File: src/rtl/fetch_unit.sv
// Program counter and fetch sequencer: IDLE/RUN/DONE handshake, absolute jumps and
// PC-relative branches resolved through a writable target LUT, saturating retire count.
module fetch_unit #(
  parameter int unsigned PW  = 10,
  parameter int unsigned LAW = 4,
  parameter int unsigned CW  = 16
) (
  input  logic           Clk,
  input  logic           Reset_n,
  input  logic           Start,
  input  logic [PW-1:0]  StartAddr,
  input  logic           Jump,
  input  logic           BranchEn,
  input  logic           Zero,
  input  logic           Halt,
  input  logic [LAW-1:0] TgtIdx,
  input  logic           LutWe,
  input  logic [LAW-1:0] LutAddr,
  input  logic [PW-1:0]  LutData,
  output logic [PW-1:0]  PC,
  output logic           Fetch,
  output logic           Done,
  output logic [CW-1:0]  Retired
);

  localparam int unsigned LutDepth = 2 ** LAW;

  typedef enum logic [1:0] {StIdle, StRun, StDone} state_e;

  state_e          state_q, state_d;
  logic [PW-1:0]   pc_q, pc_d;
  logic            fetch_q, fetch_d;
  logic            done_q, done_d;
  logic [CW-1:0]   retired_q, retired_d;
  logic [PW-1:0]   lut_q [LutDepth];
  logic            lut_we;
  logic [PW-1:0]   tgt;

  assign tgt = lut_q[TgtIdx];

  always_comb begin
    state_d   = state_q;
    pc_d      = pc_q;
    fetch_d   = fetch_q;
    done_d    = done_q;
    retired_d = retired_q;
    lut_we    = 1'b0;
    unique case (state_q)
      StIdle, StDone: begin
        lut_we = LutWe;
        if (Start) begin
          state_d   = StRun;
          pc_d      = StartAddr;
          retired_d = '0;
          fetch_d   = 1'b1;
          done_d    = 1'b0;
        end
      end
      StRun: begin
        if (!(&retired_q)) retired_d = retired_q + {{(CW-1){1'b0}}, 1'b1};
        if (Halt) begin
          state_d = StDone;
          fetch_d = 1'b0;
          done_d  = 1'b1;
        end else if (Jump) begin
          pc_d = tgt;
        end else if (BranchEn && Zero) begin
          // Two's-complement add modulo 2^PW is the signed offset.
          pc_d = pc_q + tgt;
        end else begin
          pc_d = pc_q + {{(PW-1){1'b0}}, 1'b1};
        end
      end
      default: state_d = StIdle;
    endcase
  end

  always_ff @(posedge Clk or negedge Reset_n) begin
    if (!Reset_n) begin
      state_q   <= StIdle;
      pc_q      <= '0;
      fetch_q   <= 1'b0;
      done_q    <= 1'b0;
      retired_q <= '0;
    end else begin
      state_q   <= state_d;
      pc_q      <= pc_d;
      fetch_q   <= fetch_d;
      done_q    <= done_d;
      retired_q <= retired_d;
    end
  end

  always_ff @(posedge Clk or negedge Reset_n) begin
    if (!Reset_n) begin
      for (int i = 0; i < LutDepth; i++) lut_q[i] <= '0;
    end else if (lut_we) begin
      lut_q[LutAddr] <= LutData;
    end
  end

  assign PC      = pc_q;
  assign Fetch   = fetch_q;
  assign Done    = done_q;
  assign Retired = retired_q;

endmodule

File: config.mk
export PLATFORM = sky130hd
export DESIGN_NAME = fetch_unit
export DESIGN_NICKNAME = d
export VERILOG_FILES = /design/src/rtl/fetch_unit.sv
export SDC_FILE = /design/constraint.sdc
export NUM_CORES = 1
export LEC_CHECK = 0
export CORE_UTILIZATION = 40
export CTS_BUF_LIST = sky130_fd_sc_hd__clkbuf_8 sky130_fd_sc_hd__clkbuf_16
export DETAILED_ROUTE_END_ITERATION = 10
export SLEW_MARGIN = 10
export SYNTH_ARGS = -nofsm -noshare
export SYNTH_HDL_FRONTEND = slang
export SYNTH_SLANG_ARGS = --single-unit
File: constraint.sdc
create_clock -name Clk -period 3.1 [get_ports Clk]
set_input_delay 0.93 -clock Clk [delete_from_list [all_inputs] [get_ports Clk]]
set_output_delay 0.93 -clock Clk [all_outputs]
set_load 0.05 [all_outputs]
==> summary by stage <==
Setup path
For this design, the slowest cell found on the critical path is sky130_fd_sc_hd__mux4_2. In this design, the largest share of critical-path delay is due to multiplexers. In this run the worst path has a maximum fanout of 8.

Traced cell by cell, the critical path runs through buf_16 -> buf_12 -> mux4_2 -> mux4_2 -> nor2b_4 -> ha_4 -> a21oi_2 -> nand4b_1 -> nand3_2 -> a41o_1 -> mux2_4 -> nor3_2. STA classifies the critical path endpoint as a flop. The number of buffers and inverters on the critical path is 2. The data required time of the worst path is 3.44 ns.

The nature of the critical path startpoint is a primary input. The most used cell along the critical path is sky130_fd_sc_hd__mux4_2. The critical path in this run is classified as in -> reg. In this design, the stage delay of the slowest critical-path cell is 0.56 ns. The arrival time reported for the critical path endpoint is 3.77 ns.

Route
The first TritonRoute pass finished after 4 iterations. The detailed-route DRC error count is 0. The first routing iteration left 340 violations.

The routed wire length is 23290 µm. The post-detailed-route wirelength per cell is 20.86 µm. The residual antenna-violating net count after detailed routing is 0. Dividing the detail-routed via count by the number of cells gives 5.557. Across all layers, the routed design uses 6202 vias.

Die
The area inside the core boundary is 22710 µm². The die covers 23810 µm². For this configuration, the core starts out at a cell density of 40.85%.

The floorplan die width is 154.3 µm. Pin placement for this block handled 64 I/O pins. The number of placement rows is 55. Measured along the y axis, the die boundary spans 154.3 µm.

Placement
The count of buffers added on input and output ports is 63. Routability-driven placement finished with a final weighted congestion of 0.8694. The post-placement worst setup slack is -1.048 ns. The HPWL reported at the end of detailed placement is 16680 µm.

Synthesis
The mean instance size in the synthesized netlist is 13.58 µm². In this run, synthesis inferred 0 flip-flops with an integrated enable. By area the synthesized netlist is led by sky130_fd_sc_hd__dfrtp_1, sky130_fd_sc_hd__mux2_2, sky130_fd_sc_hd__mux4_2.

sky130_fd_sc_hd__dfrtp_1 takes more of the synthesized area than any other cell. The share of the synthesized area in the top cell type is 51.25%. The summed instance area of the synthesized netlist is 9278 µm². Counting flops and latches in the post-synthesis netlist gives 190. The total nets after synthesis is 730.

For this run, the number of Yosys warnings is 0. In the synthesized netlist the async set-or-reset flop fraction comes to 100.0%. The sequential element share of the synthesized area is 51.25%. The primary flip-flop cell chosen by synthesis mapping is sky130_fd_sc_hd__dfrtp_1.

Synthesis instantiated 50 different standard cells from the library. The number of instances in the synthesized netlist is 683.

Outcome
The checks that failed: negative setup slack. The flow ran to the end, but the final reports show violations.

Global routing
For this run the aggregate overflow at the end of global routing stands at 0. The first global-routing pass estimated 37560 µm of wire. The initial antenna violation count is 0.

The via count of the first global-routing pass is 6678. The pin count of the biggest net entering global routing is 63. The total global-route track usage is 20.89%.

Clocking
The clock insertion delay at the later pin of the skew report is 0.43 ns. After clock tree synthesis, the clock-pin slew on the worst setup and hold paths is 0.07 ns. TritonCTS built the clock tree. The deepest level of the CTS H-tree is 4. The clock root buffer is sky130_fd_sc_hd__clkbuf_16. The maximum clock insertion buffer count is 2.

The tree built by TritonCTS fans out to 190 sinks. The CTS buffer count is 17.

Power
The clock network fraction of total power is 25.8%. The standby leakage power is 5.087 nW. The power share of the sequential group is 43.9%. For this design the total switching power over the nets is 0.002497 W. The switching power as a share of total power is 30.80%. The design internal power is 0.005610 W. The power density over the cells is 701.2 nW/µm². In this run, the combinational gates consume 30.3% of the power. The maximum resistive drop on vdd is 0.0003212 V.

Cells and area
The top cell types in the final layout, fill and taps aside, are sky130_fd_sc_hd__dfrtp_1, sky130_fd_sc_hd__mux2_2, sky130_fd_sc_hd__buf_4, sky130_fd_sc_hd__clkdlybuf4s50_1, sky130_fd_sc_hd__mux4_2. Leaving out fill and tap cells, the most frequent cell in the layout is sky130_fd_sc_hd__dfrtp_1. The final layout net count is 865. The layout overhead on the synthesized area is 24.61%. The number of antenna diodes is 0.

In the final layout, the share of cells above drive strength 1 is 43.08%. The number of fill cells in the layout is 1919.

STA
After layout, the worst setup slack is -0.3304 ns. The slew at the pin closest to its max-slew limit is 0.5847 ns. Hold timing on the final database bottoms out at a slack of 0.4778 ns. The number of endpoints with negative hold slack in the final report is 0. The number of pins with negative max-slew slack in the final report is 0. The portion of the clock cycle consumed by the worst path in the final layout is 110.7%. Setup repair after global routing could not meet its margin everywhere. The clock tree skew after final layout is 0.008206 ns. The aggregate negative setup slack is -2.184 ns.

After layout, the minimum clock period comes to 3.430 ns. The worst slew slack as a fraction of its limit is 60.01%. Setup violations remaining at the end of the flow were counted as 8.

The maximum frequency from static timing analysis is 291.5 MHz.

Hold path
The tightest min-delay check is of the in -> async type.

Flow run
The tool flagged a number of max-cap violations equal to 0.
cell usage after synthesis, drive strengths merged, types with 8 or more instances:
cell,number
dfrtp,190
mux2,163
mux4,41
nand2,38
nor2,28
clkbuf,25
nor2b,19
a21oi,18
buf,13
nand3,12
ha,10
a211oi,9
nor3,9
o21ai,9
xnor2,9
a31oi,8
xor2,8
power groups by stage:
stage / sequential, W / clock [W] / combinational (W)
finish: 0.00356 / 0.00209 / 0.00245
detailed placement: 0.00360 / 0 / 0.00239
global placement: 0.00356 / 0 / 0.00231
global route: 0.00365 / 0.00225 / 0.00265
floorplan: 0.00373 / 0 / 0.00142
CTS: 0.00356 / 0.00214 / 0.00245
flip-flops by register name (all words and copies together), names as in the netlist:
register  cells
Done          1
Fetch         1
PC           10
Retired      16
lut_q       160
state_q       2
worst reg2reg max path: stages, from the launching register on:
cell	delay [ns]
sky130_fd_sc_hd__dfrtp_1	0.40
sky130_fd_sc_hd__mux4_2	0.47
sky130_fd_sc_hd__mux4_2	0.54
sky130_fd_sc_hd__or2_4	0.26
sky130_fd_sc_hd__ha_4	0.16
sky130_fd_sc_hd__fa_2	0.34
sky130_fd_sc_hd__a21o_1	0.18
sky130_fd_sc_hd__a21oi_2	0.14
sky130_fd_sc_hd__buf_4	0.14
sky130_fd_sc_hd__xor2_1	0.13
sky130_fd_sc_hd__nor2_1	0.05
sky130_fd_sc_hd__a21oi_1	0.14
sky130_fd_sc_hd__o22ai_1	0.10
path summary, 6_finish.rpt:
| path | from | end | slack, ns | cells past startpoint |
|---|---|---|---|---|
| max reg2reg | lut_q[0] | PC[4] | -0.07 | 12 |
| max | TgtIdx[0] | PC[9] | -0.33 | 12 |
| min in group Clk | Done | Done | 0.50 | 2 |
| min | Reset_n | Retired[4] | 0.48 | 1 |
| min reg2reg | Done | Done | 0.50 | 2 |
| max in group asynchronous | Reset_n | state_q[1] | 1.85 | 2 |
cell families after synthesis:
kind of cell             share of synthesized area [%]
multiplexers                                     30.38
XOR/XNOR                                         1.605
AO/OA/AOI/OAI                                    5.381
adder cells (fa/ha/maj)                          1.564
buffers and inverters                            2.144
flip-flops                                       51.25
AND/OR/NAND/NOR                                  7.674
final cells by class:
type                    instances  area [µm²]  area share (%)
inverters                       6       22.52          0.1948
repair buffers                154        1420           12.28
clock buffers                  18       439.2           3.799
multi-input cells             449        4453           38.52
flip-flops and latches        190        4755           41.13
well taps                     285       356.6           3.084
clock inverters                14       115.1          0.9957
repair_timing:
item                       CTS  global route
hold buffers                 0             0
buffers inserted             5             1
cloned                       1             0
setup endpoints to repair    9             8
pin swaps                   11             3
hold endpoints to repair     0             0
gates resized for setup     16             4
through the flow:
step	std cells	util (%)	total power, W	instance area, µm²
after CTS	1115	50.79	0.008154	11530
after global placement	1077	47.72	0.005866	10840
after detailed placement	1077	47.72	0.005989	10840
final	1116	50.91	0.008107	11560
after floorplan	683	-	0.005148	9388
after global routing	1116	50.91	0.008549	11560
per-layer routing:
| metal | track usage (%) | vias to the layer above | wire length, µm | share of wire (%) |
|---|---|---|---|---|
| met3 | 3.867 | 29 | 1138 | 4.9 |
| met4 | 7.544 | 0 | 571 | 2.5 |
| met5 | 0 | - | 0 | 0 |
| li1 | - | 2802 | - | - |
| met1 | 27.26 | 3226 | 10120 | 43 |
| met2 | 34.91 | 145 | 11460 | 49 |
Power figures use the tool's default switching activity.
